==> config.mk <==
export PLATFORM = sky130hd
export DESIGN_NAME = zephyr_core_p
export DESIGN_NICKNAME = d
export VERILOG_FILES = /design/src/rtl/zephyr_core_p.sv
export SDC_FILE = /design/constraint.sdc
export NUM_CORES = 1
export LEC_CHECK = 0
export BUFFER_PORTS_ARGS = -buffer_cell sky130_fd_sc_hd__buf_2
export CORE_ASPECT_RATIO = 0.5
export CORE_MARGIN = 10
export CORE_UTILIZATION = 25
export CTS_CLUSTER_DIAMETER = 200
export DETAILED_ROUTE_END_ITERATION = 16
export GPL_TIMING_DRIVEN = 0
export SYNTH_ARGS = -nofsm -noshare
export SYNTH_HDL_FRONTEND = slang
export SYNTH_SLANG_ARGS = --single-unit
==> constraint.sdc <==
create_clock -name CLK -period 5.1 [get_ports CLK]
set_input_delay 0.51 -clock CLK [delete_from_list [all_inputs] [get_ports CLK]]
set_output_delay 0.51 -clock CLK [all_outputs]
set_load 0.02 [all_outputs]
==> src/rtl/zephyr_core_p.sv <==
// zephyr_core_p: parametrised multi-cycle core with a req/ack memory port,
// arithmetic, branches, HALT and single-step debug.
module zephyr_core_p #(
  parameter int unsigned DATA_W = 12,
  parameter int unsigned ADDR_W = 6,
  parameter int unsigned RSEL_W = 2
) (
  input  logic              CLK,
  input  logic              RESET_N,
  output logic              MEM_REQ,
  output logic              MEM_WE,
  output logic [ADDR_W-1:0] MEM_ADDR,
  output logic [DATA_W-1:0] MEM_WDATA,
  input  logic [DATA_W-1:0] MEM_RDATA,
  input  logic              MEM_ACK,
  input  logic              STEP_MODE,
  input  logic              STEP,
  output logic              HALTED,
  output logic [ADDR_W-1:0] PC_OUT,
  output logic [2:0]        STATE_OUT
);

  localparam int unsigned IW   = 3 + RSEL_W + ADDR_W;
  localparam int unsigned NREG = 1 << RSEL_W;

  localparam logic [2:0] OP_LOAD = 3'b001;
  localparam logic [2:0] OP_STR  = 3'b010;
  localparam logic [2:0] OP_ADD  = 3'b011;
  localparam logic [2:0] OP_JMP  = 3'b100;
  localparam logic [2:0] OP_JZ   = 3'b101;
  localparam logic [2:0] OP_HALT = 3'b111;

  typedef enum logic [2:0] {
    S_FETCH    = 3'd0,
    S_DECODE   = 3'd1,
    S_EXECUTE  = 3'd2,
    S_MEMREAD  = 3'd3,
    S_MEMWRITE = 3'd4,
    S_REGWRITE = 3'd5,
    S_HALT     = 3'd6
  } state_e;

  // The instruction must fit in one memory word.
  if (DATA_W < IW) begin : g_bad_params
    $error("zephyr_core_p: DATA_W must be >= 3+RSEL_W+ADDR_W");
  end

  state_e              state_q, state_d;
  logic [ADDR_W-1:0]   pc_q, pc_d;
  logic [IW-1:0]       ir_q, ir_d;
  logic [DATA_W-1:0]   mdr_q, mdr_d;
  logic [DATA_W-1:0]   regs_q [NREG];
  logic [DATA_W-1:0]   regs_d [NREG];
  logic                mem_req_q, mem_req_d;
  logic                mem_we_q, mem_we_d;
  logic [ADDR_W-1:0]   mem_addr_q, mem_addr_d;
  logic [DATA_W-1:0]   mem_wdata_q, mem_wdata_d;
  logic                halted_q, halted_d;

  logic [2:0]          op;
  logic [RSEL_W-1:0]   rs;
  logic [ADDR_W-1:0]   iaddr;
  logic                xfer;

  // Instruction fields and completed-transfer strobe.
  assign op    = ir_q[IW-1 -: 3];
  assign rs    = ir_q[IW-4 -: RSEL_W];
  assign iaddr = ir_q[ADDR_W-1:0];
  assign xfer  = mem_req_q && MEM_ACK;

  assign MEM_REQ   = mem_req_q;
  assign MEM_WE    = mem_we_q;
  assign MEM_ADDR  = mem_addr_q;
  assign MEM_WDATA = mem_wdata_q;
  assign HALTED    = halted_q;
  assign PC_OUT    = pc_q;
  assign STATE_OUT = state_q;

  // State register.
  always_ff @(posedge CLK or negedge RESET_N) begin
    if (!RESET_N) state_q <= S_FETCH;
    else          state_q <= state_d;
  end

  // Next-state sequencing.
  always_comb begin
    state_d = state_q;
    case (state_q)
      S_FETCH:    if (xfer) state_d = S_DECODE;
      S_DECODE:   state_d = S_EXECUTE;
      S_EXECUTE: begin
        case (op)
          OP_LOAD, OP_ADD: state_d = S_MEMREAD;
          OP_STR:          state_d = S_MEMWRITE;
          OP_HALT:         state_d = S_HALT;
          default:         state_d = S_FETCH;
        endcase
      end
      S_MEMREAD:  if (xfer) state_d = S_REGWRITE;
      S_MEMWRITE: if (xfer) state_d = S_FETCH;
      S_REGWRITE: state_d = S_FETCH;
      S_HALT:     state_d = S_HALT;
      default:    state_d = S_FETCH;
    endcase
  end

  // Datapath updates and next-cycle bus outputs, derived from registered state.
  always_comb begin
    pc_d        = pc_q;
    ir_d        = ir_q;
    mdr_d       = mdr_q;
    regs_d      = regs_q;
    mem_req_d   = 1'b0;
    mem_we_d    = 1'b0;
    mem_addr_d  = mem_addr_q;
    mem_wdata_d = mem_wdata_q;

    case (state_q)
      S_FETCH: begin
        if (xfer) begin
          ir_d = MEM_RDATA[IW-1:0];
          pc_d = pc_q + ADDR_W'(1);
        end
      end
      S_EXECUTE: begin
        if (op == OP_JMP) pc_d = iaddr;
        if (op == OP_JZ && regs_q[rs] == '0) pc_d = iaddr;
      end
      S_MEMREAD: if (xfer) mdr_d = MEM_RDATA;
      S_REGWRITE: begin
        if (op == OP_ADD) regs_d[rs] = regs_q[rs] + mdr_q;
        else              regs_d[rs] = mdr_q;
      end
      default: ;
    endcase

    case (state_d)
      S_FETCH: begin
        mem_addr_d = pc_d;
        // A pending fetch is held; a gated fetch opens on STEP or leaving step mode.
        if (state_q == S_FETCH) mem_req_d = mem_req_q || !STEP_MODE || STEP;
        else                    mem_req_d = !STEP_MODE;
      end
      S_MEMREAD: begin
        mem_req_d  = 1'b1;
        mem_addr_d = iaddr;
      end
      S_MEMWRITE: begin
        mem_req_d   = 1'b1;
        mem_we_d    = 1'b1;
        mem_addr_d  = iaddr;
        mem_wdata_d = regs_d[rs];
      end
      default: ;
    endcase

    halted_d = (state_d == S_HALT);
  end

  // Datapath and output registers.
  always_ff @(posedge CLK or negedge RESET_N) begin
    if (!RESET_N) begin
      pc_q        <= '0;
      ir_q        <= '0;
      mdr_q       <= '0;
      for (int unsigned i = 0; i < NREG; i++) regs_q[i] <= '0;
      mem_req_q   <= 1'b0;
      mem_we_q    <= 1'b0;
      mem_addr_q  <= '0;
      mem_wdata_q <= '0;
      halted_q    <= 1'b0;
    end else begin
      pc_q        <= pc_d;
      ir_q        <= ir_d;
      mdr_q       <= mdr_d;
      regs_q      <= regs_d;
      mem_req_q   <= mem_req_d;
      mem_we_q    <= mem_we_d;
      mem_addr_q  <= mem_addr_d;
      mem_wdata_q <= mem_wdata_d;
      halted_q    <= halted_d;
    end
  end

endmodule

==> results by group <==
Status
  • Status: completed

Layout
  • Share of layout cells above drive strength 1: 16.9%
  • Area Growth Syn to Fin: 17.7%
  • N_diodes: 0
  • Design area: approximately 6000 um^2
  • Fin util: 30.2%
  • Final nets: 583

STA
  • Final Cycle Share: between 70% and 80%
  • Final Skew: 0.00899 ns
  • Minimum hold slack: roughly 0.12 ns
  • F_max: about 280 MHz
  • Final hold vios: 0
  • Final setup TNS: 0 ns
  • Worst Tran Pin Value: a little under 0.7 ns
  • Slew Limit Headroom: between 50 and 60%
  • Slew Limit Fails: 0
  • Minimum clock period: between 3 and 4 ns
  • RSZ-0062 raised after global routing: no
  • Setup Viol. Count Final: 0

Critical path
  • Worst path cell trace: clkbuf_1, mux4_2, ha_1, a211oi_1, nor2_1, o41ai_1, o221ai_1, mux2i_1, xnor2_1, o21ai_1
  • CP arrival: 3.83 ns
  • Crit Path Class: reg -> reg
  • CP max stage cell: o41ai_1
  • Critical Path RT: 5.31 ns
  • CP peak stage delay: 0.53 ns
  • Max FO, Critical Path: 8
  • Setup crit start kind: flip-flop
  • Worst Setup End Kind: flip-flop

Synth
  • Syn nets: 525
  • Synth Warn #: 0
  • Synth area leaders: dfrtp_1 50%, mux4_2 5.4%, o21ai_1 5.2%
  • Cell accounting for the most synthesized area: dfrtp_1
  • Cells after Synth: 495
  • FFs w/ async S/R, synth: 100%
  • Mapped Area: 5030 um^2
  • Post-synthesis sequential area ratio: around half
  • Top-area cell type share of the netlist area: 50.3%
  • Top FF cell, synth: dfrtp_1
  • Mean Syn Cell Area: 10.2 um^2
  • Synthesis-stage register bit count: between 100 and 150
  • Synth cell types: 52
  • EDFF count, synth: 0

Floorplanning
  • Die height: approximately 120 um
  • Core footprint: 19600 um^2
  • Initial Util: 25.7%
  • # IOs: 47
  • Die area: 26500 um^2
  • Row cnt: 36
  • Die width: 221 um

Drt
  • DR iter-0 viols: 246
  • Routed wire length: roughly 14 mm
  • Post-route DRC: 0
  • Avg Vias per Cell: approximately 4.8
  • Final ANT Viol Nets: 0
  • Via Count: 3950
  • DRT Pass-1 Iters: 6
  • Routed length per placed instance: ~17 um

Global route
  • Met2 Use GR: 17.8%
  • GR Layer Usage met3: roughly 1.9%
  • Global-route wire length before repair: about 22 mm
  • Vias in the first global route: about 4200
  • Initial antenna violation count: 0
  • Grt total ovfl: 0
  • Largest net degree at the start of global routing: 66
  • Grt peak-use layer: met2
  • GRT met1 Usage: 13.5%
  • GRT Util Overall: 10.5%

Placement
  • PortBufs: 46
  • HPWL Detailed: 10.1 mm
  • Final GP Congestion: 0.786
  • DP Area: 5620 um^2

Clocking
  • CTS Sinks: 101
  • Root Driver: clkbuf_16
  • Post-CTS Resized: 0
  • Post-CTS Setup Bufs: 0
  • CTS clock-pin slew for the worst setup and hold paths: around 0.07 ns
  • Worst-skew pair later-pin latency: roughly 0.35 ns
  • Total clock buffers created by CTS: 9
  • Clk buf depth: 2
  • H-tree levels: 3
  • Cts hold-fix bufs: 0
  • CTS tree: done

Power and ir drop
  • Leak Pwr: 2.59 nW
  • PwrDens: 682 nW/um^2
  • Worst vdd ir: 0.239 mV

Min path
  • Worst min path class: in -> async

Flow run
  • Max Cap Violations: 0
==> where the power goes <==
part / internal [mW] / total, mW / leakage, nW / switching [mW]
sequential: 1.13 / 1.35 / 1.31 / 0.219
combinational: 0.790 / 1.99 / 1.14 / 1.20
clock: 0.392 / 0.691 / 0.141 / 0.299
total: 2.31 / 4.03 / 2.59 / 1.72
==> per-layer routing <==
layer	up-vias	share of wire [%]	wire (um)
met2	66	49	6740
li1	1882	-	-
met3	8	3.1	420
met5	-	0	0
met1	1994	47	6430
met4	0	0.68	93
==> cell type report <==
type                       count  area [um^2]
fill                        2020        13700
sequential                   101         2530
multi-input combinational    357         2340
tap                          266          333
timing repair buffer          47          260
clock buffer                  10          239
buffer                        25          110
clock inverter                 5         58.8
inverter                      12         45.0
==> final timing paths <==
check                              startpoint           to  slack [ns]  cells after the start
min in group CLK                MEM_RDATA[11]    mdr_q[11]        0.39                      2
worst max register to register        ir_q[7]   regs_q[23]        1.48                     10
worst max-delay path                  ir_q[7]   regs_q[23]        1.48                     10
worst min register to register     regs_q[15]   regs_q[15]        0.48                      2
worst min-delay path                  RESET_N  MEM_ADDR[3]        0.12                      1
max in group asynchronous             RESET_N   regs_q[44]        4.29                      2
==> critical path, delay by kind of cell (launching register included) <==
kind / cells / cell delay (ns)
compound gates: 4 / 1.27
xor+xnor: 1 / 0.39
fa+ha+maj: 1 / 0.32
buf+inv: 1 / 0.42
flops: 1 / 0.32
mux: 2 / 0.63
simple gates: 1 / 0.13
==> per-stage QoR <==
stage | setup WS (ns) | std cells | total power [mW]
6_report | 1.48 | 823 | 4.03
5_1_grt | 1.31 | 823 | 4.35
4_1_cts | 1.52 | 823 | 4.06
3_5_place_dp | 1.56 | 808 | 3.36
3_3_place_gp | 1.53 | 807 | 3.30
2_1_floorplan | 2.24 | 495 | 2.76
==> flip-flops by register name, indices dropped and copies added (netlist names) <==
| signal | count |
|---|---|
| HALTED | 1 |
| MEM_ADDR | 6 |
| MEM_REQ | 1 |
| MEM_WDATA | 12 |
| MEM_WE | 1 |
| PC_OUT | 6 |
| STATE_OUT | 3 |
| ir_q | 11 |
| mdr_q | 12 |
| regs_q | 48 |
==> kinds of logic (layout without fill, tap and decap cells) <==
group | count (synthesis) | in the layout | share of synthesized area [%]
AOI/OAI and AO/OA | 138 | 138 | 16.5
xor gates and xnor gates | 3 | 3 | 0.523
adders and majority gates | 13 | 13 | 3.39
buffers and inverters | 37 | 99 | 3.09
DFF | 101 | 101 | 50.3
muxes | 39 | 39 | 11.4
and+or+nand+nor | 164 | 164 | 14.9
==> layout by cell type, fill, tap and decap left out, types with 3 or more instances in the layout <==
master / count
nand3_1: 9
a211oi_1: 3
nor3_1: 7
and3_1: 3
mux2_1: 19
ha_1: 12
a21oi_1: 39
mux2_2: 6
a221o_1: 6
nor2b_1: 11
o21ai_1: 52
a21o_1: 5
a21oi_2: 4
clkbuf_1: 22
mux4_2: 12
a31oi_1: 4
dfrtp_1: 101
clkbuf_16: 9
nand2_1: 63
or3_1: 4
nor2_1: 48
buf_2: 46
o21ai_0: 7
and2_1: 5
o21a_1: 4
inv_1: 10
==> cells in the mapped netlist, drive strengths merged, types with 2 or more instances <==
master  instances
o22ai           3
a21o            5
o22a            2
nand2b          2
ha             12
nand4           2
buf             3
and3            3
or2             2
mux2           25
nand2          63
and2            5
nor2b          11
xnor2           2
nor2           49
or3             4
mux4           12
mux2i           2
nor3            7
o21a            4
nand3           9
a211oi          3
or4             3
a21oi          43
nor4            2
o21ai          59
a221o           6
clkbuf         22
inv            12
a31oi           4
dfrtp         101
No activity file was read; power rests on OpenSTA's default activity.
